==> config.mk <==
export PLATFORM = sky130hd
export DESIGN_NAME = pe_job_controller_flat
export DESIGN_NICKNAME = d
export VERILOG_FILES = /design/src/rtl/pe_ctrl_pkg.sv /design/src/rtl/pe_job_controller_if.sv /design/src/rtl/pe_row_tracker.sv /design/src/rtl/pe_job_controller.sv /design/src/flat_wrapper.sv
export SDC_FILE = /design/constraint.sdc
export NUM_CORES = 1
export LEC_CHECK = 0
export CORE_MARGIN = 1.5
export CORE_UTILIZATION = 43
export DETAILED_ROUTE_END_ITERATION = 16
export GPL_ROUTABILITY_DRIVEN = 0
export PLACE_DENSITY = 0.79
export SETUP_SLACK_MARGIN = 0.2
export SKIP_CTS_REPAIR_TIMING = 1
export SLEW_MARGIN = 20
export SYNTH_ARGS = -nofsm -noshare
export SYNTH_HDL_FRONTEND = slang
export SYNTH_SLANG_ARGS = --single-unit
==> constraint.sdc <==
create_clock -name clk -period 2.72 [get_ports clk]
set_input_delay 0.544 -clock clk [delete_from_list [all_inputs] [get_ports clk]]
set_output_delay 0.544 -clock clk [all_outputs]
set_load 0.1 [all_outputs]
==> src/rtl/pe_ctrl_pkg.sv <==
// -----------------------------------------------------------------------------
// pe_ctrl_pkg
//   Shared definitions for the PE job controller slice:
//   - 3-bit FSM state encodings and the state_t enum built from them
//   - MODE_STREAM: the mode value that selects a streaming pass
//   - state_is_busy(): true while a job is in flight (not IDLE / DONE)
// -----------------------------------------------------------------------------
package pe_ctrl_pkg;

  localparam logic [2:0] ST_IDLE     = 3'd0;
  localparam logic [2:0] ST_LOAD     = 3'd1;
  localparam logic [2:0] ST_DISPATCH = 3'd2;
  localparam logic [2:0] ST_STREAM   = 3'd3;
  localparam logic [2:0] ST_PRIME    = 3'd4;
  localparam logic [2:0] ST_ROW      = 3'd5;
  localparam logic [2:0] ST_DRAIN    = 3'd6;
  localparam logic [2:0] ST_DONE     = 3'd7;

  typedef enum logic [2:0] {
    S_IDLE     = ST_IDLE,
    S_LOAD     = ST_LOAD,
    S_DISPATCH = ST_DISPATCH,
    S_STREAM   = ST_STREAM,
    S_PRIME    = ST_PRIME,
    S_ROW      = ST_ROW,
    S_DRAIN    = ST_DRAIN,
    S_DONE     = ST_DONE
  } state_t;

  localparam int unsigned MODE_STREAM = 0;

  function automatic logic state_is_busy(input state_t s);
    return !((s == S_IDLE) || (s == S_DONE));
  endfunction

endpackage

==> src/rtl/pe_job_controller_if.sv <==
// -----------------------------------------------------------------------------
// pe_job_controller_if
//   Bundles the host job handshake, datapath status inputs and datapath
//   control outputs of the PE job controller.
//   Parameters: MODE_W (mode width), ROW_W (row_count / row_idx width).
//   Modports:
//     master : the controller (receives job request + status, drives controls)
//     slave  : the surrounding host / datapath environment
//   Host:     start, mode, row_count, just_add -> ; <- busy, done, row_idx
//   Status:   full_done, stride_pos_ld, psum_done, stride_count_flag,
//             psum_buf_empty, psum_empty
//   Controls: reset_all, if_read_start, filter_read_start, start_rd_gen,
//             clear_regs, reset_filter, usage_stride_pos_ld, psum_clear,
//             psum_ren, psum_same_addr, accumulate
// -----------------------------------------------------------------------------
interface pe_job_controller_if #(
  parameter int MODE_W = 2,
  parameter int ROW_W  = 3
);

  // host handshake
  logic              start;
  logic [MODE_W-1:0] mode;
  logic [ROW_W-1:0]  row_count;
  logic              just_add;
  logic              busy;
  logic              done;
  logic [ROW_W-1:0]  row_idx;

  // datapath status
  logic full_done;
  logic stride_pos_ld;
  logic psum_done;
  logic stride_count_flag;
  logic psum_buf_empty;
  logic psum_empty;

  // datapath controls
  logic reset_all;
  logic if_read_start;
  logic filter_read_start;
  logic start_rd_gen;
  logic clear_regs;
  logic reset_filter;
  logic usage_stride_pos_ld;
  logic psum_clear;
  logic psum_ren;
  logic psum_same_addr;
  logic accumulate;

  modport master (
    input  start, mode, row_count, just_add,
    input  full_done, stride_pos_ld, psum_done, stride_count_flag,
           psum_buf_empty, psum_empty,
    output busy, done, row_idx,
    output reset_all, if_read_start, filter_read_start, start_rd_gen,
           clear_regs, reset_filter, usage_stride_pos_ld, psum_clear,
           psum_ren, psum_same_addr, accumulate
  );

  modport slave (
    output start, mode, row_count, just_add,
    output full_done, stride_pos_ld, psum_done, stride_count_flag,
           psum_buf_empty, psum_empty,
    input  busy, done, row_idx,
    input  reset_all, if_read_start, filter_read_start, start_rd_gen,
           clear_regs, reset_filter, usage_stride_pos_ld, psum_clear,
           psum_ren, psum_same_addr, accumulate
  );

endinterface

==> src/rtl/pe_row_tracker.sv <==
// -----------------------------------------------------------------------------
// pe_row_tracker
//   Row index counter for row-mode jobs.
//   Ports:
//     clk, rst   : clock, synchronous active-high reset
//     clear      : force row_idx to 0 (job start), wins over inc
//     inc        : advance to the next row
//     rows       : latched row count; 0 is treated as a single row
//     row_idx    : current row, 0-based
//     last_row   : row_idx is the final row of the job
// -----------------------------------------------------------------------------
module pe_row_tracker #(
  parameter int ROW_W = 3
) (
  input  logic             clk,
  input  logic             rst,
  input  logic             clear,
  input  logic             inc,
  input  logic [ROW_W-1:0] rows,
  output logic [ROW_W-1:0] row_idx,
  output logic             last_row
);

  logic [ROW_W-1:0] row_idx_q, row_idx_d;
  logic [ROW_W-1:0] last_idx;

  // rows==0 collapses to one row, so the last index is 0 in that case too.
  assign last_idx = (rows == '0) ? '0 : (rows - ROW_W'(1));
  // >= keeps the counter pinned even if rows shrinks under it.
  assign last_row = (row_idx_q >= last_idx);
  assign row_idx  = row_idx_q;

  always_comb begin
    row_idx_d = row_idx_q;
    if (clear) begin
      row_idx_d = '0;
    end else if (inc && !last_row) begin
      row_idx_d = row_idx_q + ROW_W'(1);
    end
  end

  always_ff @(posedge clk) begin
    if (rst) begin
      row_idx_q <= '0;
    end else begin
      row_idx_q <= row_idx_d;
    end
  end

endmodule

==> src/rtl/pe_job_controller.sv <==
// -----------------------------------------------------------------------------
// pe_job_controller
//   Sequences one convolution job per start request: IF/filter read kick-off,
//   read-address generation, then either a streaming pass, a multi-row stride
//   pass, or a psum drain/accumulate pass, ending with a one-cycle done pulse.
//   A start in any state aborts the current job and restarts from LOAD.
//   Ports:
//     clk, rst    : clock, synchronous active-high reset
//     bus         : pe_job_controller_if.master (host handshake, datapath
//                   status and controls)
//     job_cycles  : [15:0] busy-cycle counter, only when PE_JOB_PERF_EN is
//                   defined (cleared on start, saturating)
//   Optional feature macro: PE_JOB_PERF_EN
// -----------------------------------------------------------------------------
module pe_job_controller
  import pe_ctrl_pkg::*;
#(
  parameter int MODE_W = 2,
  parameter int ROW_W  = 3
) (
  input  logic                 clk,
  input  logic                 rst,
  pe_job_controller_if.master  bus
`ifdef PE_JOB_PERF_EN
  ,
  output logic [15:0]          job_cycles
`endif
);

  state_t            state_q, state_d;
  logic [MODE_W-1:0] mode_q, mode_d;
  logic [ROW_W-1:0]  rows_q, rows_d;
  logic              just_add_q, just_add_d;

  logic              row_clear;
  logic              row_inc;
  logic              last_row;
  logic [ROW_W-1:0]  row_idx;
  logic              busy;

  logic reset_all, if_read_start, filter_read_start, start_rd_gen;
  logic clear_regs, reset_filter, usage_stride_pos_ld, psum_clear;
  logic psum_ren, psum_same_addr, accumulate, done;

  pe_row_tracker #(
    .ROW_W (ROW_W)
  ) u_row_tracker (
    .clk      (clk),
    .rst      (rst),
    .clear    (row_clear),
    .inc      (row_inc),
    .rows     (rows_q),
    .row_idx  (row_idx),
    .last_row (last_row)
  );

  assign busy = state_is_busy(state_q);

  // Job configuration is captured only on start and held for the whole job.
  always_comb begin
    mode_d     = mode_q;
    rows_d     = rows_q;
    just_add_d = just_add_q;
    if (bus.start) begin
      mode_d     = bus.mode;
      rows_d     = bus.row_count;
      just_add_d = bus.just_add;
    end
  end

  // Next state and outputs. Moore defaults first; the Mealy terms are the
  // clear_regs, reset_filter and accumulate assignments.
  always_comb begin
    state_d             = state_q;
    row_clear           = bus.start;
    row_inc             = 1'b0;
    reset_all           = 1'b0;
    if_read_start       = 1'b0;
    filter_read_start   = 1'b0;
    start_rd_gen        = 1'b0;
    clear_regs          = 1'b0;
    reset_filter        = 1'b0;
    usage_stride_pos_ld = 1'b1;
    psum_clear          = 1'b0;
    psum_ren            = 1'b0;
    psum_same_addr      = 1'b1;
    accumulate          = 1'b0;
    done                = 1'b0;

    case (state_q)
      S_IDLE: begin
        reset_all = 1'b1;
      end
      S_LOAD: begin
        if_read_start     = 1'b1;
        filter_read_start = 1'b1;
        state_d           = S_DISPATCH;
      end
      S_DISPATCH: begin
        start_rd_gen = 1'b1;
        if (just_add_q) begin
          state_d = S_DRAIN;
        end else if (mode_q == MODE_W'(MODE_STREAM)) begin
          state_d = S_STREAM;
        end else begin
          state_d = S_PRIME;
        end
      end
      S_STREAM: begin
        clear_regs = bus.psum_done | bus.stride_count_flag;
        if (bus.full_done) begin
          state_d = S_DONE;
        end
      end
      S_PRIME: begin
        // The first stride position only primes the pipeline; rows start after it.
        if (bus.stride_pos_ld) begin
          state_d = S_ROW;
        end
      end
      S_ROW: begin
        clear_regs          = bus.psum_done | bus.stride_count_flag;
        usage_stride_pos_ld = 1'b0;
        if (bus.stride_pos_ld) begin
          if (last_row) begin
            state_d = S_DONE;
          end else begin
            reset_filter = 1'b1;
            row_inc      = 1'b1;
          end
        end
      end
      S_DRAIN: begin
        psum_ren       = 1'b1;
        psum_same_addr = 1'b0;
        accumulate     = ~bus.psum_buf_empty & bus.psum_empty;
        if (bus.psum_empty) begin
          state_d = S_DONE;
        end
      end
      S_DONE: begin
        done       = 1'b1;
        psum_clear = 1'b1;
        state_d    = S_IDLE;
      end
      default: begin
        state_d = S_IDLE;
      end
    endcase

    // A new request overrides whatever the job was doing, including a
    // completion in the same cycle, so no done pulse is produced for it.
    if (bus.start) begin
      state_d = S_LOAD;
    end
  end

`ifdef PE_JOB_PERF_EN
  logic [15:0] job_cycles_q, job_cycles_d;

  always_comb begin
    job_cycles_d = job_cycles_q;
    if (bus.start) begin
      job_cycles_d = '0;
    end else if (busy && (job_cycles_q != 16'hFFFF)) begin
      job_cycles_d = job_cycles_q + 16'd1;
    end
  end

  assign job_cycles = job_cycles_q;
`endif

  always_ff @(posedge clk) begin
    if (rst) begin
      state_q    <= S_IDLE;
      mode_q     <= '0;
      rows_q     <= '0;
      just_add_q <= 1'b0;
`ifdef PE_JOB_PERF_EN
      job_cycles_q <= '0;
`endif
    end else begin
      state_q    <= state_d;
      mode_q     <= mode_d;
      rows_q     <= rows_d;
      just_add_q <= just_add_d;
`ifdef PE_JOB_PERF_EN
      job_cycles_q <= job_cycles_d;
`endif
    end
  end

  assign bus.busy                = busy;
  assign bus.done                = done;
  assign bus.row_idx             = row_idx;
  assign bus.reset_all           = reset_all;
  assign bus.if_read_start       = if_read_start;
  assign bus.filter_read_start   = filter_read_start;
  assign bus.start_rd_gen        = start_rd_gen;
  assign bus.clear_regs          = clear_regs;
  assign bus.reset_filter        = reset_filter;
  assign bus.usage_stride_pos_ld = usage_stride_pos_ld;
  assign bus.psum_clear          = psum_clear;
  assign bus.psum_ren            = psum_ren;
  assign bus.psum_same_addr      = psum_same_addr;
  assign bus.accumulate          = accumulate;

endmodule

==> src/flat_wrapper.sv <==
// flat-port wrapper written by rule: the top's interface ports become plain ports
module pe_job_controller_flat import pe_ctrl_pkg::*;
#(
  parameter int MODE_W = 2,
  parameter int ROW_W  = 3
)
  (clk, rst, bus_start, bus_mode, bus_row_count, bus_just_add, bus_full_done, bus_stride_pos_ld, bus_psum_done, bus_stride_count_flag, bus_psum_buf_empty, bus_psum_empty, bus_busy, bus_done, bus_row_idx, bus_reset_all, bus_if_read_start, bus_filter_read_start, bus_start_rd_gen, bus_clear_regs, bus_reset_filter, bus_usage_stride_pos_ld, bus_psum_clear, bus_psum_ren, bus_psum_same_addr, bus_accumulate);
  pe_job_controller_if #(.MODE_W(MODE_W), .ROW_W(ROW_W)) bus_i ();
  input  logic clk;
  input  logic rst;
  input wire logic [$bits(bus_i.start)-1:0] bus_start;
  input wire logic [$bits(bus_i.mode)-1:0] bus_mode;
  input wire logic [$bits(bus_i.row_count)-1:0] bus_row_count;
  input wire logic [$bits(bus_i.just_add)-1:0] bus_just_add;
  input wire logic [$bits(bus_i.full_done)-1:0] bus_full_done;
  input wire logic [$bits(bus_i.stride_pos_ld)-1:0] bus_stride_pos_ld;
  input wire logic [$bits(bus_i.psum_done)-1:0] bus_psum_done;
  input wire logic [$bits(bus_i.stride_count_flag)-1:0] bus_stride_count_flag;
  input wire logic [$bits(bus_i.psum_buf_empty)-1:0] bus_psum_buf_empty;
  input wire logic [$bits(bus_i.psum_empty)-1:0] bus_psum_empty;
  output wire logic [$bits(bus_i.busy)-1:0] bus_busy;
  output wire logic [$bits(bus_i.done)-1:0] bus_done;
  output wire logic [$bits(bus_i.row_idx)-1:0] bus_row_idx;
  output wire logic [$bits(bus_i.reset_all)-1:0] bus_reset_all;
  output wire logic [$bits(bus_i.if_read_start)-1:0] bus_if_read_start;
  output wire logic [$bits(bus_i.filter_read_start)-1:0] bus_filter_read_start;
  output wire logic [$bits(bus_i.start_rd_gen)-1:0] bus_start_rd_gen;
  output wire logic [$bits(bus_i.clear_regs)-1:0] bus_clear_regs;
  output wire logic [$bits(bus_i.reset_filter)-1:0] bus_reset_filter;
  output wire logic [$bits(bus_i.usage_stride_pos_ld)-1:0] bus_usage_stride_pos_ld;
  output wire logic [$bits(bus_i.psum_clear)-1:0] bus_psum_clear;
  output wire logic [$bits(bus_i.psum_ren)-1:0] bus_psum_ren;
  output wire logic [$bits(bus_i.psum_same_addr)-1:0] bus_psum_same_addr;
  output wire logic [$bits(bus_i.accumulate)-1:0] bus_accumulate;
  assign bus_i.start = bus_start;
  assign bus_i.mode = bus_mode;
  assign bus_i.row_count = bus_row_count;
  assign bus_i.just_add = bus_just_add;
  assign bus_i.full_done = bus_full_done;
  assign bus_i.stride_pos_ld = bus_stride_pos_ld;
  assign bus_i.psum_done = bus_psum_done;
  assign bus_i.stride_count_flag = bus_stride_count_flag;
  assign bus_i.psum_buf_empty = bus_psum_buf_empty;
  assign bus_i.psum_empty = bus_psum_empty;
  assign bus_busy = bus_i.busy;
  assign bus_done = bus_i.done;
  assign bus_row_idx = bus_i.row_idx;
  assign bus_reset_all = bus_i.reset_all;
  assign bus_if_read_start = bus_i.if_read_start;
  assign bus_filter_read_start = bus_i.filter_read_start;
  assign bus_start_rd_gen = bus_i.start_rd_gen;
  assign bus_clear_regs = bus_i.clear_regs;
  assign bus_reset_filter = bus_i.reset_filter;
  assign bus_usage_stride_pos_ld = bus_i.usage_stride_pos_ld;
  assign bus_psum_clear = bus_i.psum_clear;
  assign bus_psum_ren = bus_i.psum_ren;
  assign bus_psum_same_addr = bus_i.psum_same_addr;
  assign bus_accumulate = bus_i.accumulate;
  pe_job_controller #(.MODE_W(MODE_W), .ROW_W(ROW_W)) u_core (.clk(clk), .rst(rst), .bus(bus_i));
endmodule
Yosys cells after proc, flatten, opt, wreduce, memory -nomap -nowiden

Index checks and enable logic that the tools add are counted.

Flip-flop bits (word level): 12
Input port bits: 15
Output and inout bits: 16
Word-level logic and storage cells: 64

Add/sub/neg operators: 2
$lt $le $gt $ge: 1
Eq/ne operators: 17
Multiplexer cells: 22
Bitwise operators: 3
Reductions and logical operators: 13

Operators with widths:

| operator                                          | number |
|---|---|
| 2-to-1 mux 3 bit                                  | 8 |
| one-hot mux 3 bit (7 select lines)                | 1 |
| != test 3 bit (second input constant)             | 5 |
| 2-to-1 mux 1 bit                                  | 13 |
| == test 3 bit (second input constant)             | 4 |
| AND reduction 6 bit                               | 2 |
| != test 2 bit (second input constant)             | 5 |
| nonzero test 8 bit                                | 1 |
| nonzero test 7 bit                                | 1 |
| == test 3 x 2 -> 1 bit (second input constant)    | 2 |
| logical NOT 3 bit                                 | 2 |
| OR reduction 2 bit                                | 2 |
| adder 3 x 1 -> 3 bit (second input constant)      | 1 |
| == test 3 x 1 -> 1 bit (second input constant)    | 1 |
| >= comparator 3 bit                               | 1 |
| subtractor 3 x 1 -> 3 bit (second input constant) | 1 |
| logical NOT 1 bit                                 | 2 |
| logical NOT 2 bit                                 | 1 |
| AND 1 bit                                         | 1 |
| logical AND 1 bit                                 | 1 |
| logical OR 1 bit                                  | 1 |
| inverter 1 bit                                    | 1 |
| OR 1 bit                                          | 1 |

Longest topological paths before layout

Gate-level depths: netlist of the first run.

Depth after elaboration: 7
Mapped depth: 9
Depth with buffers taken out: 9

By module

Synthesis of the first run repeated with hierarchy kept, for this count alone.

Cell total of the unflattened synthesis: 100
Area total of the unflattened synthesis: 859.6 um^2

Modules (own cells, without submodules):

| module            | instances | cells an instance | area each (um^2) | sequential area each (um^2) |
|---|---|---|---|---|
| pe_job_controller | 1         | 65                | 559.3            | 180.2 |
| pe_row_tracker    | 1         | 35                | 300.3            | 60.1 |

Least setup slack after synthesis of the first run

OpenSTA, ideal clock, no wires.

Path kind: register to output
From: register u_core.state_q[2]
To: output port bus_accumulate
Data arrival time: 3.904 ns
Data required time: 2.176 ns
Slack: -1.728 ns
Stages on the path, launching flop included: 4
Path buffers: 1
Cells stage by stage: dfxtp_1 -> buf_2 -> nand3b_1 -> nor3b_1

Longest elaborated chain between the ends: 2

RTL lines:

| item                     | line                     | source |
|---|---|---|
| start: declaration       | pe_job_controller.sv:30  | `state_t state_q, state_d;` |
| start signal: assignment | pe_job_controller.sv:183 | `state_q <= state_d;` |
| == test 3 bit            | pe_job_controller.sv:90  | `case (state_q)` |
| 2-to-1 mux 1 bit         | pe_job_controller.sv:90  |  |
| end: declaration         | flat_wrapper.sv:34       | `output wire logic [$bits(bus_i.accumulate)-1:0] bus_accumulate;` |

No other way between the ends.

Worst setup path in the final report of the first run

From: register u_core.rows_q[0]
To: output port bus_reset_filter

Longest elaborated chain between the ends: 6
Elaborated cells between the ends (all ways): 7
Those cells by class: add/sub: 1; order compare: 1; mux: 4; reduce/logical: 1

RTL lines:

| item                                                                  | line                     | source |
|---|---|---|
| start: declaration                                                    | pe_job_controller.sv:32  | `logic [ROW_W-1:0] rows_q, rows_d;` |
| start signal: assignment                                              | pe_job_controller.sv:185 | `rows_q <= rows_d;` |
| subtractor 3 x 1 -> 3 bit / logical NOT 3 bit (equally long branches) | pe_row_tracker.sv:28     | `assign last_idx = (rows == '0) ? '0 : (rows - ROW_W'(1));` |
| 2-to-1 mux 3 bit *                                                    | pe_row_tracker.sv:28     |  |
| >= comparator 3 bit *                                                 | pe_row_tracker.sv:30     | `assign last_row = (row_idx_q >= last_idx);` |
| 2-to-1 mux 1 bit *                                                    | pe_job_controller.sv:125 | `if (last_row) begin` |
| 2-to-1 mux 1 bit *                                                    | pe_job_controller.sv:124 | `if (bus.stride_pos_ld) begin` |
| 2-to-1 mux 1 bit *                                                    | pe_job_controller.sv:90  |  |
| end: declaration                                                      | flat_wrapper.sv:29       | `output wire logic [$bits(bus_i.reset_filter)-1:0] bus_reset_filter;` |

Every way passes the cells marked *; elsewhere a longest branch is shown, timed or not.

==> results of run 1 <==
routing by layer:
metal	vias up	track usage	share of wire
met3	2	0.03462	0.049
met2	21	0.3014	0.51
met4	0	0.06667	0.010
met1	363	0.2066	0.43
met5	-	0	0
li1	398	-	-
through the flow:
stage | setup WS [ps] | cell area, um2 | hold slack [ps] | utilization | TNS (ps)
after detailed placement | 235.5 | 1150 | 518.1 | 0.6518 | 0
after floorplan | -396.2 | 885.9 | 476.5 | - | -442.1
final | -52.68 | 1237 | 504.4 | 0.7014 | -52.68
after CTS | -66.74 | 1176 | 536.9 | 0.6667 | -66.74
after global placement | 300.7 | 1150 | 494.1 | 0.6518 | 0
after global routing | -136.9 | 1237 | 564.2 | 0.7014 | -136.9
power by group through the flow:
stage                     clock [mW]  sequential (mW)  combinational (mW)
after CTS                      0.119            0.214               0.282
after global placement             0            0.218               0.278
after floorplan                    0            0.200               0.248
after global routing           0.131            0.219               0.312
after detailed placement           0            0.218               0.281
final                          0.114            0.215               0.297
cells by family after synthesis:
family                   Yosys count
adder cells (fa/ha/maj)            6
AND/OR/NAND/NOR                   39
XOR/XNOR                           3
flip-flops                        12
buffers and inverters             15
AO/OA/AOI/OAI                     15
multiplexers                       7
cells in the final DEF (no fill, tap or decap), types with 2 or more instances in the layout:
| cell | count |
|---|---|
| o21ai_1 | 2 |
| inv_1 | 4 |
| clkbuf_4 | 3 |
| mux2i_1 | 7 |
| nor3_1 | 3 |
| dfxtp_1 | 5 |
| o211ai_1 | 2 |
| buf_4 | 15 |
| buf_12 | 3 |
| a21oi_1 | 2 |
| ha_4 | 2 |
| nor3b_2 | 2 |
| xnor2_1 | 2 |
| ha_1 | 4 |
| and2_1 | 3 |
| clkinvlp_4 | 2 |
| nor2_1 | 14 |
| o21ai_0 | 2 |
| clkdlybuf4s50_1 | 14 |
| dfxtp_2 | 6 |
flip-flops by register name, indices dropped and copies added (netlist names):
| register | cells |
|---|---|
| u_core.rows_q | 3 |
| u_core.state_q | 3 |
| u_core.u_row_tracker.row_idx | 3 |
| u_core.mode_q | 2 |
| u_core.just_add_q | 1 |
critical path, stage by stage, from the launching register on:
cell        delay [ps]
dfxtp_2            330
or2_4              260
inv_4               70
ha_4               130
nor2_4              40
ha_4               260
nor3b_2             50
o211ai_1           420
clkinvlp_4         200
buf_12             190
final timing paths:
kind | from | to | slack [ps]
max | u_core.rows_q[0]$_SDFFE_PP0P_ | bus_reset_filter | -50
min | u_core.rows_q[1]$_SDFFE_PP0P_ | u_core.rows_q[1]$_SDFFE_PP0P_ | 500
max reg2reg | u_core.rows_q[0]$_SDFFE_PP0P_ | u_core.u_row_tracker.row_idx[1]$_SDFFE_PP0P_ | 590
min reg2reg | u_core.rows_q[1]$_SDFFE_PP0P_ | u_core.rows_q[1]$_SDFFE_PP0P_ | 500
area by class of cell:
type | count | area [um2] | area share
clock buffers | 4 | 26.28 | 0.02123
inverters | 8 | 40.04 | 0.03236
multi-input cells | 70 | 575.6 | 0.4651
flip-flops and latches | 12 | 251.5 | 0.2032
well taps | 25 | 31.28 | 0.02528
repair buffers | 32 | 312.8 | 0.2528
==> flow_summary_export.csv, run 1 <==
group,metric,value,unit
outcome,outcome,"complete, but fails checks",
outcome,violations,"negative setup slack",
power,cellLeakagePower,0.5182,nW
worst_setup_path,crit_required,2180,ps
placement,port_buffers,30,
clock_network,cts.path.max_buffers,2,
global_routing,antenna_found_initial,0,
floorplanning,rows,15,
final_layout,nNetsFinal,148,
global_routing,overflow,0,
timing,finalSetupViolCount,1,
synthesis,synth_edf_count,0,
synthesis,yosysUniqueCellTypes,36,
final_layout,synthToLayoutAreaGrowth,48.95,%
worst_hold_path,hp-class,"reg2reg",
placement,dp_hpwl,1.331,mm
global_routing,grt_max_degree,16,
routing,post-route-drc-count,0,
synthesis,synthTopCellsByArea,"dfxtp_1, ha_1, mux2i_1",
timing,worst_pin_slew,573.5,ps
worst_setup_path,cp_max_fo,3,
synthesis,synth_top_family_by_area,"simple AND/OR/NAND/NOR gates",
synthesis,ys_ff_latch,12,
synthesis,syn-num-nets,118,
final_layout,diodes,0,
synthesis,async_reset_ff_frac,0,
final_layout,fillers,153,
synthesis,synth_top_cells_by_count,"nor2_1, dfxtp_1, mux2i_1",
clock_network,cts_made_buffers,3,
synthesis,synth_top_area_frac,0.2892,
synthesis,synth_mux_area_frac,0.08434,
synthesis,synthXorXnorAreaFrac,0.03163,
synthesis,netlist_area,830.8,um2
worst_setup_path,cp_data_arrival_time,2230,ps
power,powerDensity,505.7,nW/um2
worst_setup_path,worstSetupStartpointType,"flip-flop",
synthesis,synth_area_leader_cell,"dfxtp_1",
power,peakVddDrop,0.4266,mV
clock_network,root_buffer,"clkbuf_4",
synthesis,synth_cells,97,
routing,routed_wirelength,2.002,mm
job,maxCapViolCount,0,
floorplanning,core-area,1764,um2
worst_hold_path,min_path_cells,2,
floorplanning,io_pins,31,
timing,rsz0062_at_grt,"true",
worst_setup_path,critical_path_class,"reg2out",
synthesis,synthFlopType,"dfxtp_1",
power,pwr-share-comb,0.475,
timing,fin_skew,3.392,ps
routing,viasPerCell,5.192,
clock_network,clock_latency,270,ps
global_routing,grt_pass1_wl,2.718,mm
power,power,0.6258,mW
clock_network,path_clk_slew,70,ps
routing,ant_nets,0,
clock_network,cts.sinks,12,
floorplanning,die_x,46.96,um
synthesis,yosysSeqAreaShare,0.2892,
synthesis,synth-compound-area-share,0.1386,
final_layout,fin_cells,151,
power,pwr-share-clk,0.182,
timing,final.period_utilization,1.019,
routing,wl_per_cell,13.26,um
timing,fin_ws,-52.68,ps
worst_setup_path,cp-end-kind,"output pin",
placement,dp_cells,145,
clock_network,cts_tree,"built",
floorplanning,dieArea,2205,um2
timing,slew_headroom,0.6165,
global_routing,grt_util_all_layers,0.1723,
power,seq_power_share,0.344,
synthesis,syn_avg_cell_area,8.565,um2
synthesis,synth_adder_area_share,0.09036,
synthesis,synth_warnings,0,
timing,report.final.slew_viol_count,0,
power,swShare,0.4540,
worst_setup_path,reg2regPathDepth,10,
floorplanning,start_util,0.4709,
clock_network,cts_max_level,1,
power,power.switching,0.2841,mW
routing,dr.pass1.iters,4,
power,intPower,0.3417,mW
synthesis,synth-simple-area-share,0.2590,
timing,fmax,360.7,MHz
timing,finalHoldViolations,0,
global_routing,grt_pass1_vias,662,
floorplanning,die_y,46.96,um
final_layout,drive_above_1_share,0.3492,
routing,drtIter0Drc,8,
synthesis,yosysMostFrequentCell,"nor2_1",
timing,period_needed,2773,ps
routing,num_vias,784,
No activity file was read; power rests on OpenSTA's default activity.
==> inputs of run 2 (changes only) <==
Settings changed: GPL_TIMING_DRIVEN from default to 0, TNS_END_PERCENT from default to 10.
Clock period 2.72 ns to 2.9 ns, I/O delays scaled along.
==> flow_summary_export.csv, run 2 (synthesized netlist as in run 1, its figures left out) <==
group,metric,value,unit
outcome,outcome,"complete, no violations",
final_layout,postLayoutCellArea,1235,um2
placement,dp_hpwl,1.496,mm
final_layout,nNetsFinal,153,
placement,post_dp_cell_area,1184,um2
timing,holdWs,509.5,ps
global_routing,grt_pass1_wl,2.953,mm
clock_network,cts.path.max_buffers,2,
global_routing,antenna_found_initial,0,
global_routing,grt_pass1_vias,705,
job,maxCapViolCount,0,
worst_setup_path,cp_max_fo,4,
power,cellLeakagePower,0.6416,nW
floorplanning,dieArea,2205,um2
floorplanning,rows,15,
floorplanning,core-area,1764,um2
global_routing,grt_util_all_layers,0.1928,
final_layout,final_cell_mix,"clkdlybuf4s50_1, nor2_1, dfxtp_1, dlymetal6s2s_1, mux2i_1",
final_layout,final_common_cell,"clkdlybuf4s50_1",
timing,slew_headroom,0.3397,
clock_network,cts_max_level,1,
routing,wl_per_cell,11.90,um
timing,period_needed,2838,ps
worst_setup_path,crit_required,2320,ps
worst_setup_path,critical_path_class,"reg2out",
clock_network,path_clk_slew,70,ps
worst_setup_path,max_stage_delay,330,ps
floorplanning,start_util,0.4709,
timing,rsz0062_at_grt,"true",
timing,finalHoldViolations,0,
timing,report.final.slew_viol_count,0,
floorplanning,die_x,46.96,um
routing,post-route-drc-count,0,
clock_network,cts_tree,"built",
timing,final.period_utilization,0.9787,
clock_network,cts.sinks,12,
floorplanning,die_y,46.96,um
routing,num_vias,791,
worst_hold_path,hp-class,"reg2reg",
global_routing,grt_max_degree,11,
timing,fmax,352.3,MHz
routing,viasPerCell,5.071,
timing,fin_skew,1.800,ps
power,peakVddDrop,0.3386,mV
final_layout,fin_util,0.7000,
final_layout,diodes,0,
clock_network,clock_latency,270,ps
final_layout,drive_above_1_share,0.1832,
routing,drtIter0Drc,11,
worst_setup_path,cp_data_arrival_time,2260,ps
routing,ant_nets,0,
clock_network,cts_made_buffers,3,
worst_setup_path,cpMostUsedCell,"ha_1",
worst_setup_path,cp_cell_sequence,"or2_2 > inv_2 > ha_1 > nor2_1 > ha_1 > nor3b_2 > o211ai_1 > inv_1 > buf_4",
placement,port_buffers,30,
placement,dp_cells,152,
routing,dr.pass1.iters,4,
timing,finalSetupViolCount,0,
global_routing,overflow,0,
worst_setup_path,cpMaxStageDelayCell,"dfxtp_1",
timing,worst_pin_slew,988.8,ps
worst_setup_path,cp-end-kind,"output pin",
floorplanning,io_pins,31,
routing,routed_wirelength,1.857,mm
clock_network,root_buffer,"clkbuf_4",
power,powerDensity,493.1,nW/um2
worst_setup_path,worstSetupStartpointType,"flip-flop",
final_layout,synthToLayoutAreaGrowth,48.64,%
timing,final.setup.tns,0,ps
final_layout,fin_cells,156,
-- run 2: worst paths after layout --
path,endpoint,from,slack (ps),cells after the start
worst max-delay path,bus_reset_filter,u_core.rows_q[0]$_SDFFE_PP0P_,60,9
worst min-delay path,u_core.rows_q[1]$_SDFFE_PP0P_,u_core.rows_q[1]$_SDFFE_PP0P_,510,2
worst max register to register,u_core.u_row_tracker.row_idx[2]$_SDFFE_PP0P_,u_core.rows_q[0]$_SDFFE_PP0P_,880,9
worst min register to register,u_core.rows_q[1]$_SDFFE_PP0P_,u_core.rows_q[1]$_SDFFE_PP0P_,510,2
-- run 2: metal layers --
metal,part of all wire,vias to the layer above,global-route usage
met5,0,-,0
met4,0.033,0,0.1500
met3,0.051,6,0.03462
met2,0.49,20,0.3068
met1,0.43,355,0.2277
li1,-,410,-
-- run 2: worst max-delay path, delay by kind of cell, from the launching register on --
kind	cells	cell delay [ps]
AND/OR/NAND/NOR	3	590
flip-flops	1	330
AO/OA/AOI/OAI	1	210
adder cells (fa/ha/maj)	2	420
buffers and inverters	3	430
-- run 2: cell type report --
type / instances / area (um2)
Fill cell: 150 / 529.3
Sequential cell: 12 / 240.2
Inverter: 8 / 30.03
Clock buffer: 4 / 36.28
Buffer: 7 / 58.81
Timing Repair Buffer: 30 / 310.3
Tap cell: 25 / 31.28
Multi-Input combinational cell: 70 / 528.0
-- run 2: report_power, final --
group | switching, mW | internal (mW) | leakage (nW)
logic | 0.196 | 0.0959 | 0.522
clock network | 0.0548 | 0.0763 | 0.0210
registers | 0.0112 | 0.175 | 0.0984
-- run 2: through the flow --
stage | total power [mW] | worst slack, ps
finish | 0.6089 | 61.76
global route | 0.6389 | -68.11
detailed placement | 0.4845 | -592.7
global placement | 0.4791 | -542.1
floorplan | 0.4120 | -332.5
CTS | 0.6164 | -901.3
==> inputs of run 3 (changes only) <==
Settings changed: CORE_MARGIN 1.5 to default.
==> flow_summary_export.csv, run 3 (synthesized netlist as in run 1, its figures left out) <==
group,metric,value,unit
outcome,outcome,"complete, no violations",
routing,ant_nets,0,
placement,port_buffers,30,
worst_hold_path,hp-class,"reg2reg",
timing,slew_headroom,0.3519,
worst_setup_path,r2r_slack,910,ps
clock_network,cts_made_buffers,3,
global_routing,grt_max_degree,11,
timing,worst_pin_slew,970.6,ps
clock_network,cts_tree,"built",
routing,post-route-drc-count,0,
job,maxCapViolCount,0,
clock_network,path_clk_slew,70,ps
final_layout,final_cell_mix,"clkdlybuf4s50_1, nor2_1, dfxtp_1, dlymetal6s2s_1, mux2i_1",
floorplanning,start_util,0.4709,
worst_setup_path,cp-end-kind,"output pin",
timing,finalHoldViolations,0,
clock_network,clock_latency,270,ps
routing,routed_wirelength,1.770,mm
routing,viasPerCell,5.051,
timing,fin_ws,183.4,ps
worst_setup_path,cp_data_arrival_time,2140,ps
worst_setup_path,crit_required,2320,ps
placement,dp_hpwl,1.406,mm
power,cellLeakagePower,0.6432,nW
routing,num_vias,788,
global_routing,grt_pass1_wl,2.829,mm
timing,fmax,368.1,MHz
timing,finalSetupViolCount,0,
final_layout,nNetsFinal,153,
final_layout,diodes,0,
power,peakVddDrop,0.3369,mV
timing,report.final.slew_viol_count,0,
clock_network,cts_max_level,1,
floorplanning,die_y,45.96,um
clock_network,cts.sinks,12,
final_layout,final_common_cell,"clkdlybuf4s50_1",
global_routing,overflow,0,
timing,holdWs,521.9,ps
floorplanning,die_x,45.96,um
floorplanning,rows,15,
global_routing,grt_util_all_layers,0.1863,
routing,dr.pass1.iters,4,
floorplanning,core-area,1764,um2
final_layout,fin_util,0.7106,
placement,preCtsSetupSlack,-558.1,ps
worst_setup_path,worstSetupStartpointType,"flip-flop",
timing,fin_skew,1.044,ps
routing,drtIter0Drc,11,
final_layout,synthToLayoutAreaGrowth,50.90,%
routing,wl_per_cell,11.35,um
floorplanning,io_pins,31,
power,powerDensity,485.8,nW/um2
timing,rsz0062_at_grt,"true",
worst_setup_path,critical_path_class,"reg2out",
timing,final.period_utilization,0.9368,
power,power,0.6090,mW
final_layout,drive_above_1_share,0.1985,
timing,period_needed,2717,ps
floorplanning,dieArea,2112,um2
clock_network,root_buffer,"clkbuf_4",
timing,final.setup.tns,0,ps
global_routing,grt_pass1_vias,682,
global_routing,antenna_found_initial,0,
clock_network,cts.path.max_buffers,2,
worst_setup_path,cp_max_fo,3,
## run 3: cell counts in the layout (fill, tap and decap cells not counted)
Identical to the previous run, type by type.
## run 3: layout make-up
cell class / count / area [um2]
multi-input cells: 70 / 533.0
fillers: 149 / 510.5
flip-flops and latches: 12 / 241.5
plain buffers: 7 / 58.81
inverters: 8 / 30.03
clock buffers: 4 / 36.28
repair buffers: 30 / 322.8
well taps: 25 / 31.28
## run 3: critical path, stage by stage (launching register included)
cell,delay (ps)
dfxtp_1,330
or2_4,250
inv_2,50
ha_2,150
nor2_1,50
ha_1,290
nor3b_2,240
o211ai_1,180
inv_1,140
buf_12,180
## run 3: stage by stage
stage | instance area [um2] | std cells
4_1_cts | 1220 | 156
3_3_place_gp | 1184 | 152
2_1_floorplan | 852.1 | 97
5_1_grt | 1254 | 156
6_report | 1254 | 156
3_5_place_dp | 1184 | 152
## run 3: routing by layer
layer  vias up  routed length (um)  track usage
met5         -                   0            0
met4         0                   0      0.07059
met3         0                  86      0.03571
met2        21                 889       0.3268
met1       364                 794       0.2206
li1        403                   -            -
## run 3: final timing paths
check,to,cells after the start,startpoint
worst max register to register,u_core.state_q[0]$_SDFFE_PP0P_,9,u_core.rows_q[1]$_SDFFE_PP0P_
worst min register to register,u_core.rows_q[0]$_SDFFE_PP0P_,2,u_core.rows_q[0]$_SDFFE_PP0P_
worst min-delay path,u_core.rows_q[0]$_SDFFE_PP0P_,2,u_core.rows_q[0]$_SDFFE_PP0P_
worst max-delay path,bus_reset_filter,9,u_core.rows_q[1]$_SDFFE_PP0P_
## run 3: where the power goes
part           leakage, nW  switching, mW  total [mW]  internal (mW)
Sequential          0.0988         0.0118       0.187          0.175
Combinational        0.523          0.194       0.291         0.0969
Clock               0.0210         0.0549       0.131         0.0763
Total                0.643          0.260       0.609          0.349
